File: config.mk
export PLATFORM = sky130hd
export DESIGN_NAME = ika87ad_addr_gen
export DESIGN_NICKNAME = d
export VERILOG_FILES = /design/src/rtl/ika87ad_addr_gen.sv
export SDC_FILE = /design/constraint.sdc
export NUM_CORES = 1
export LEC_CHECK = 0
export CAP_MARGIN = 20
export CORE_UTILIZATION = 45
export CTS_CLUSTER_DIAMETER = 100
export CTS_CLUSTER_SIZE = 12
export DETAILED_ROUTE_END_ITERATION = 8
export GPL_ROUTABILITY_DRIVEN = 0
export PLACE_DENSITY = 0.7
export SLEW_MARGIN = 10
export SYNTH_ARGS = -nofsm -noshare
export SYNTH_HDL_FRONTEND = slang
export SYNTH_SLANG_ARGS = --single-unit
File: constraint.sdc
create_clock -name i_EMUCLK -period 2.9 [get_ports i_EMUCLK]
set_clock_uncertainty 0.15 [all_clocks]
set_input_delay 0.58 -clock i_EMUCLK [delete_from_list [all_inputs] [get_ports i_EMUCLK]]
set_output_delay 0.58 -clock i_EMUCLK [all_outputs]
set_load 0.005 [all_outputs]
File: src/rtl/ika87ad_addr_gen.sv
// Address-pointer bank for the IKA87AD core: NPTR pointers with load, clear and directional auto-step.
// Define IKA87AD_ADDR_REGOUT_EN to register o_ADDR (one emuclk later) instead of a combinational mux.
module ika87ad_addr_gen #(
  parameter int AW = 16,
  parameter int NPTR = 4,
  parameter logic [NPTR-1:0] RD4_STEP_MASK = 4'b0001,
  parameter logic [NPTR-1:0] RD3_STEP_MASK = 4'b1111,
  parameter logic [NPTR-1:0] EOI_CLR_MASK  = 4'b0100,
  localparam int IW = $clog2(NPTR)
) (
  input  logic          i_EMUCLK,
  input  logic          i_MRST_n,
  input  logic          i_CYCLE_TICK,
  input  logic [1:0]    i_ACC_TYPE,
  input  logic          i_WR_EN,
  input  logic [IW-1:0] i_WR_SEL,
  input  logic [AW-1:0] i_WR_DATA,
  input  logic          i_SRC_VLD,
  input  logic [IW-1:0] i_SRC_SEL,
  input  logic          i_SRC_DEC,
  input  logic          i_EOI,
  output logic [AW-1:0] o_ADDR,
  output logic [IW-1:0] o_SRC,
  output logic          o_WRAP
);

  localparam logic [IW:0] NPTR_W = (IW+1)'(NPTR);

  logic [AW-1:0] ptr_q [NPTR];
  logic [AW-1:0] ptr_d [NPTR];
  logic [IW-1:0] src_q, src_d;
  logic [NPTR-1:0] dec_q, dec_d;
  logic wrap_q, wrap_d;
  logic [NPTR-1:0] step_mask;
  logic wr_valid, sel_valid, src_valid;
  logic [AW-1:0] addr_mux;

  assign wr_valid  = ({1'b0, i_WR_SEL} < NPTR_W);
  assign sel_valid = ({1'b0, i_SRC_SEL} < NPTR_W);
  assign src_valid = ({1'b0, src_q} < NPTR_W);

  always_comb begin
    step_mask = '0;
    case (i_ACC_TYPE)
      2'b01:   step_mask = RD4_STEP_MASK;
      2'b10,
      2'b11:   step_mask = RD3_STEP_MASK;
      default: step_mask = '0;
    endcase
  end

  // Per-pointer priority is load > EOI clear > auto-step > hold; stepping uses the pre-tick source and direction.
  always_comb begin
    for (int k = 0; k < NPTR; k++) ptr_d[k] = ptr_q[k];
    src_d  = src_q;
    dec_d  = dec_q;
    wrap_d = 1'b0;
    if (i_CYCLE_TICK) begin
      for (int k = 0; k < NPTR; k++) begin
        if (i_WR_EN && wr_valid && (i_WR_SEL == IW'(k))) begin
          ptr_d[k] = i_WR_DATA;
        end else if (i_EOI && EOI_CLR_MASK[k]) begin
          ptr_d[k] = '0;
        end else if (!i_SRC_VLD && (src_q == IW'(k)) && step_mask[k]) begin
          if (dec_q[k]) begin
            ptr_d[k] = ptr_q[k] - AW'(1);
            if (ptr_q[k] == '0) wrap_d = 1'b1;
          end else begin
            ptr_d[k] = ptr_q[k] + AW'(1);
            if (ptr_q[k] == '1) wrap_d = 1'b1;
          end
        end
      end

      // A PC load without a source change sends fetch back to ptr0.
      if (i_EOI) begin
        src_d = '0;
      end else if (i_SRC_VLD) begin
        if (sel_valid) src_d = i_SRC_SEL;
      end else if (i_WR_EN && (i_WR_SEL == '0)) begin
        src_d = '0;
      end

      if (i_EOI) begin
        dec_d = '0;
      end else if (i_SRC_VLD && sel_valid) begin
        for (int k = 0; k < NPTR; k++)
          if (i_SRC_SEL == IW'(k)) dec_d[k] = i_SRC_DEC;
      end
    end
  end

  always_ff @(posedge i_EMUCLK or negedge i_MRST_n) begin
    if (!i_MRST_n) begin
      for (int k = 0; k < NPTR; k++) ptr_q[k] <= '0;
      src_q  <= '0;
      dec_q  <= '0;
      wrap_q <= 1'b0;
    end else begin
      for (int k = 0; k < NPTR; k++) ptr_q[k] <= ptr_d[k];
      src_q  <= src_d;
      dec_q  <= dec_d;
      wrap_q <= wrap_d;
    end
  end

  assign addr_mux = src_valid ? ptr_q[src_q] : '0;

`ifdef IKA87AD_ADDR_REGOUT_EN
  logic [AW-1:0] addr_q;

  always_ff @(posedge i_EMUCLK or negedge i_MRST_n) begin
    if (!i_MRST_n) addr_q <= '0;
    else           addr_q <= addr_mux;
  end

  assign o_ADDR = addr_q;
`else
  assign o_ADDR = addr_mux;
`endif

  assign o_SRC  = src_q;
  assign o_WRAP = wrap_q;

endmodule

Yosys cells after proc, flatten, opt, wreduce, memory -nomap -nowiden. Cells that the tools add are included.

$add $sub $neg: 8. $mul: 0. Divide/modulo/power cells: 0. $lt $le $gt $ge: 1. Equal/unequal tests: 16. Shifts and indexed selects: 0. Muxes and demuxes: 48. Bitwise gates (word level): 1. Reduce and logical (&&, ||, !) cells: 40.

Operator list (number): two-way mux 16 bit (15); adder 16 x 1 -> 16 bit (second input constant) (4); == test 16 bit (second input constant) (4); zero test 16 bit (4); subtractor 16 x 1 -> 16 bit (second input constant) (4); binary-select mux 16 bit (select 2 bit) (1); two-way mux 1 bit (26); == test 2 bit (second input constant) (8); nonzero test 2 bit (8); logical AND 1 bit (12); AND reduction 3 bit (4); AND reduction 2 bit (5); == test 2 x 1 -> 1 bit (second input constant) (4); two-way mux 4 bit (2); case mux 4 bit (2 select lines) (1); zero test 2 bit (3); two-way mux 2 bit (3); nonzero test 3 bit (2); greater-or-equal comparator 3 bit (second input constant) (1); inverter 2 -> 3 bit (1); OR reduction 2 bit (1); zero test 1 bit (1).

Flip-flop bits (word level): 71. Bits in latches: 0. Bits in writable memories: 0. ROM bits: 0. Input port bits: 29. Output and inout port bits: 19. Word-level logic and storage cells: 124. Memories: 0.

Depth between registers and ports, before layout.
Depth in word-level cells: 20. Mapped depth: 10. Mapped depth without buffers: 10.

Worst setup path after synthesis. Ideal clock, no wire load.

Path type: reg-to-reg. Start point: reg dec_q[3]. End point: reg ptr_q[14] (netlist name). Library setup time: 0.132 ns. Arrival: 2.552 ns. Data required time: 2.618 ns. Slack: 0.067 ns. Cell stages (with the launch flop): 11. Buffers on the path: 0. Clock period less this slack: 2.833 ns. Path through: dfrtp_1 -> inv_1 -> fa_1 -> and2b_1 -> o2111a_1 -> nor3_1 -> o41a_2 -> a21oi_1 -> o21ai_0 -> a31oi_1 -> o21ai_1.

Longest elaborated chain between the ends: 3.

RTL lines: start, declared (line 32) `logic [NPTR-1:0] dec_q, dec_d;`; start signal, assigned (line 97) `dec_q <= '0;`; start signal, assigned (line 102) `dec_q <= dec_d;`; two-way mux 16 bit (line 65) `if (dec_q[k]) begin`; two-way mux 16 bit (line 64) `end else if (!i_SRC_VLD && (src_q == IW'(k)) && step_mask[k]) begin`; two-way mux 16 bit (line 60) `if (i_WR_EN && wr_valid && (i_WR_SEL == IW'(k))) begin`; end, declared (line 29) `logic [AW-1:0] ptr_q [NPTR];`.

No other way between the ends. The select of a mux whose other input is x is not followed. A chain may end at the register's enable or synchronous reset.

Worst setup path in the final report.
Start point: reg src_q[1] (netlist: o_SRC[1]). End point: out o_ADDR[1].

Longest elaborated chain between the ends: 4.

RTL lines: start, declared (line 31) `logic [IW-1:0] src_q, src_d;`; start signal, assigned (line 101) `src_q <= src_d;`; inverter 2 -> 3 bit (implied by the code) (line 107) `assign addr_mux = src_valid ? ptr_q[src_q] : '0;`; binary-select mux 16 bit (select 2 bit) (line 107); two-way mux 16 bit (implied by the code) (2 in series) (line 107); end, declared (line 22) `output logic [AW-1:0] o_ADDR,`.

No other way between the ends. The select of a mux whose other input is x is not followed.

==> impl_metrics.ini <==
[logic_synthesis]
synth_area_leaders = dfrtp_1 (26%), ha_1 (10%), a21oi_1 (6.0%)
synth-seq-cells = 71
synthDominantCellAreaShare_pct = 26.2
syn_avg_cell_area_um2 = 8.15
synth_cell_types = 68
synth-async-reset-ratio_pct = 100
synthFlopType = dfrtp_1
synth_top_cell_by_area = dfrtp_1
ys_warn_count = 0
synth.net_count = 922
yosysSeqAreaShare_pct = 26.2
synth.cell_area_mm2 = 0.00679
synth_edf_count = 0
synthCells = 833

[clocking]
cts_tree = built
cts_setup_buffers = 0
cts_max_level = 3
ctsRootBufferMaster = clkbuf_16
cts.sinks = 71
clk_path_buf_depth = 2
clkSlewWorstSetupHoldPaths_ps = 60
clk_latency_ps = 340
cts_buffers = 9

[final_layout]
final_cell_mix = nand2_1 (96), a21oi_1 (82), dfrtp_1 (67)
stdcell_count = 1100
nets = 1000
postLayoutCoreUtil_pct = 55.6
synthToLayoutAreaGrowth_pct = 20.0
fillers = 1351
mostFrequentLayoutCell = nand2_1
seqCellArea_mm2 = 0.00178
drive_gt1_share_pct = 12.9
multiInputGateArea_mm2 = 0.00481

[placed_design]
placedCellCount = 1084
dpl.hpwl_um = 16500
io_buffer_count = 47

[drt]
wl_um = 22200
drt_iter0_markers = 673
wl_per_cell_um = 20.2
drc_errors = 0
vias = 6889
drtAntennaViolNets = 0
via_per_inst = 6.26
firstDrtPassIters = 5

[power_and_ir_drop]
power.density_mw_per_mm2 = 760
power.leakage_nw = 3.60
irDropWorstVdd_uv = 364

[sta]
finalCritPeriodShare_pct = 96.6
tightestPinTransition_ps = 971
setup_tns_ps = 0
clock.fmax_ghz = 0.357
fin_crit_ps = 2800
maxSlewViolCount = 0
final-setup-viol-count = 0
maxSlewHeadroom_pct = 35.3
rsz0062_at_grt = yes
hold_viol = 0

[status]
status = complete, no violations

[setup_path]
critPathRequiredTime_ps = 2170
reg2reg_slack_ps = 110
r2r-end = ptr_q[31]$_DFFE_PN0P_
cp.arrival_ps = 2070
crit_type = flop to output port
start_kind = flop
worstRegToRegCells = 9
r2r-start = dec_q[2]$_DFFE_PN0P_
end_kind = output port
critical_path.max_fanout = 10

[floorplanning]
dieArea_mm2 = 0.0156
core_mm2 = 0.0146
row_count = 44
start_util_pct = 46.3
die_y_um = 125
ios = 48
die_x_um = 125

[grt]
grt_max_degree = 72
grt_util_all_layers_pct = 30.0
antenna_found_initial = 0
grt_pass1_vias = 6531
grt_pass1_wl_um = 36200
grt-ovfl-total = 0

[worst_hold_path]
hold_class = input pin to async pin

[run]
drv_cap = 0
## power by group
group	internal [W]	switching, W
Clock	0.000708	0.000446
Combinational	0.00151	0.00165
Sequential	0.00133	0.000546
## critical path: stages, from the launching register on
cell and delay [ps]:
dfrtp_1 640, mux4_2 620, clkdlybuf4s50_1 470
## flip-flops by register name (all words and copies together) (netlist names)
| register | flops |
|---|---|
| dec_q | 4 |
| o_SRC | 2 |
| o_WRAP | 1 |
| ptr_q | 64 |
## synthesized netlist by cell type, types with 22 or more instances
| cell type | number |
|---|---|
| nor2_1 | 58 |
| nand2_1 | 96 |
| o21ai_0 | 22 |
| xnor2_1 | 24 |
| inv_1 | 25 |
| nor3_1 | 33 |
| dfrtp_1 | 71 |
| a21oi_1 | 82 |
| ha_1 | 56 |
| nand3_1 | 35 |
| clkbuf_1 | 31 |
| o21ai_1 | 46 |
## routing by layer
metal	GRT usage (%)	vias up	wire length, um
met5	0	-	0
met4	14.4	0	1060
met3	6.62	79	2040
met2	45.3	316	9700
met1	40.7	3217	9420
li1	-	3277	-
## cells by family (layout without fill, tap and decap cells)
group           after synthesis  in the layout  synth area share [%]
xor+xnor                     43             43                  5.55
compound gates              248            248                  22.7
mux                          29             29                  7.23
flops                        71             71                  26.2
simple gates                321            321                  23.4
other cells                   0              1                     0
fa+ha+maj                    60             60                  11.5
buf+inv                      61            143                  3.43
## layout make-up
| class | count | area share [%] |
|---|---|---|
| antenna | 1 | 0.0307 |
| clock buffer | 12 | 3.15 |
| clock inverter | 3 | 0.522 |
| inverter | 26 | 1.20 |
| multi-input combinational | 701 | 59.1 |
| sequential | 71 | 21.9 |
| tap | 184 | 2.83 |
| timing repair buffer | 102 | 11.3 |
## how the worst max path moves through the flow
stage	start	end	slack (ps)	cells past startpoint
floorplan	dec_q[3]$_DFFE_PN0P_	ptr_q[14]$_DFFE_PN0P_	70	10
global route	dec_q[2]$_DFFE_PN0P_	ptr_q[31]$_DFFE_PN0P_	-70	9
global placement	i_WR_EN	ptr_q[58]$_DFFE_PN0P_	130	6
finish	o_SRC[1]$_DFFE_PN0P_	o_ADDR[1]	100	2
detailed placement	dec_q[2]$_DFFE_PN0P_	ptr_q[30]$_DFFE_PN0P_	80	9
CTS	dec_q[2]$_DFFE_PN0P_	ptr_q[31]$_DFFE_PN0P_	60	9
## per-stage QoR
step / hold slack, ps / cell area (um2) / power, W / setup slack [ps]
final: 219 / 8140 / 0.00618 / 97.5
after global routing: 298 / 8140 / 0.00662 / -69.5
after CTS: 276 / 8110 / 0.00612 / 57.7
after detailed placement: 428 / 7810 / 0.00495 / 77.7
after global placement: 413 / 7810 / 0.00490 / 129
after floorplan: 134 / 6790 / 0.00376 / 66.6
## repair_timing
| item | CTS | global route |
|---|---|---|
| hold buffers | 0 | 0 |
| endpoints found under the setup margin | 0 | 12 |
| resized for setup | 0 | 11 |
No activity file was read; power rests on OpenSTA's default activity.
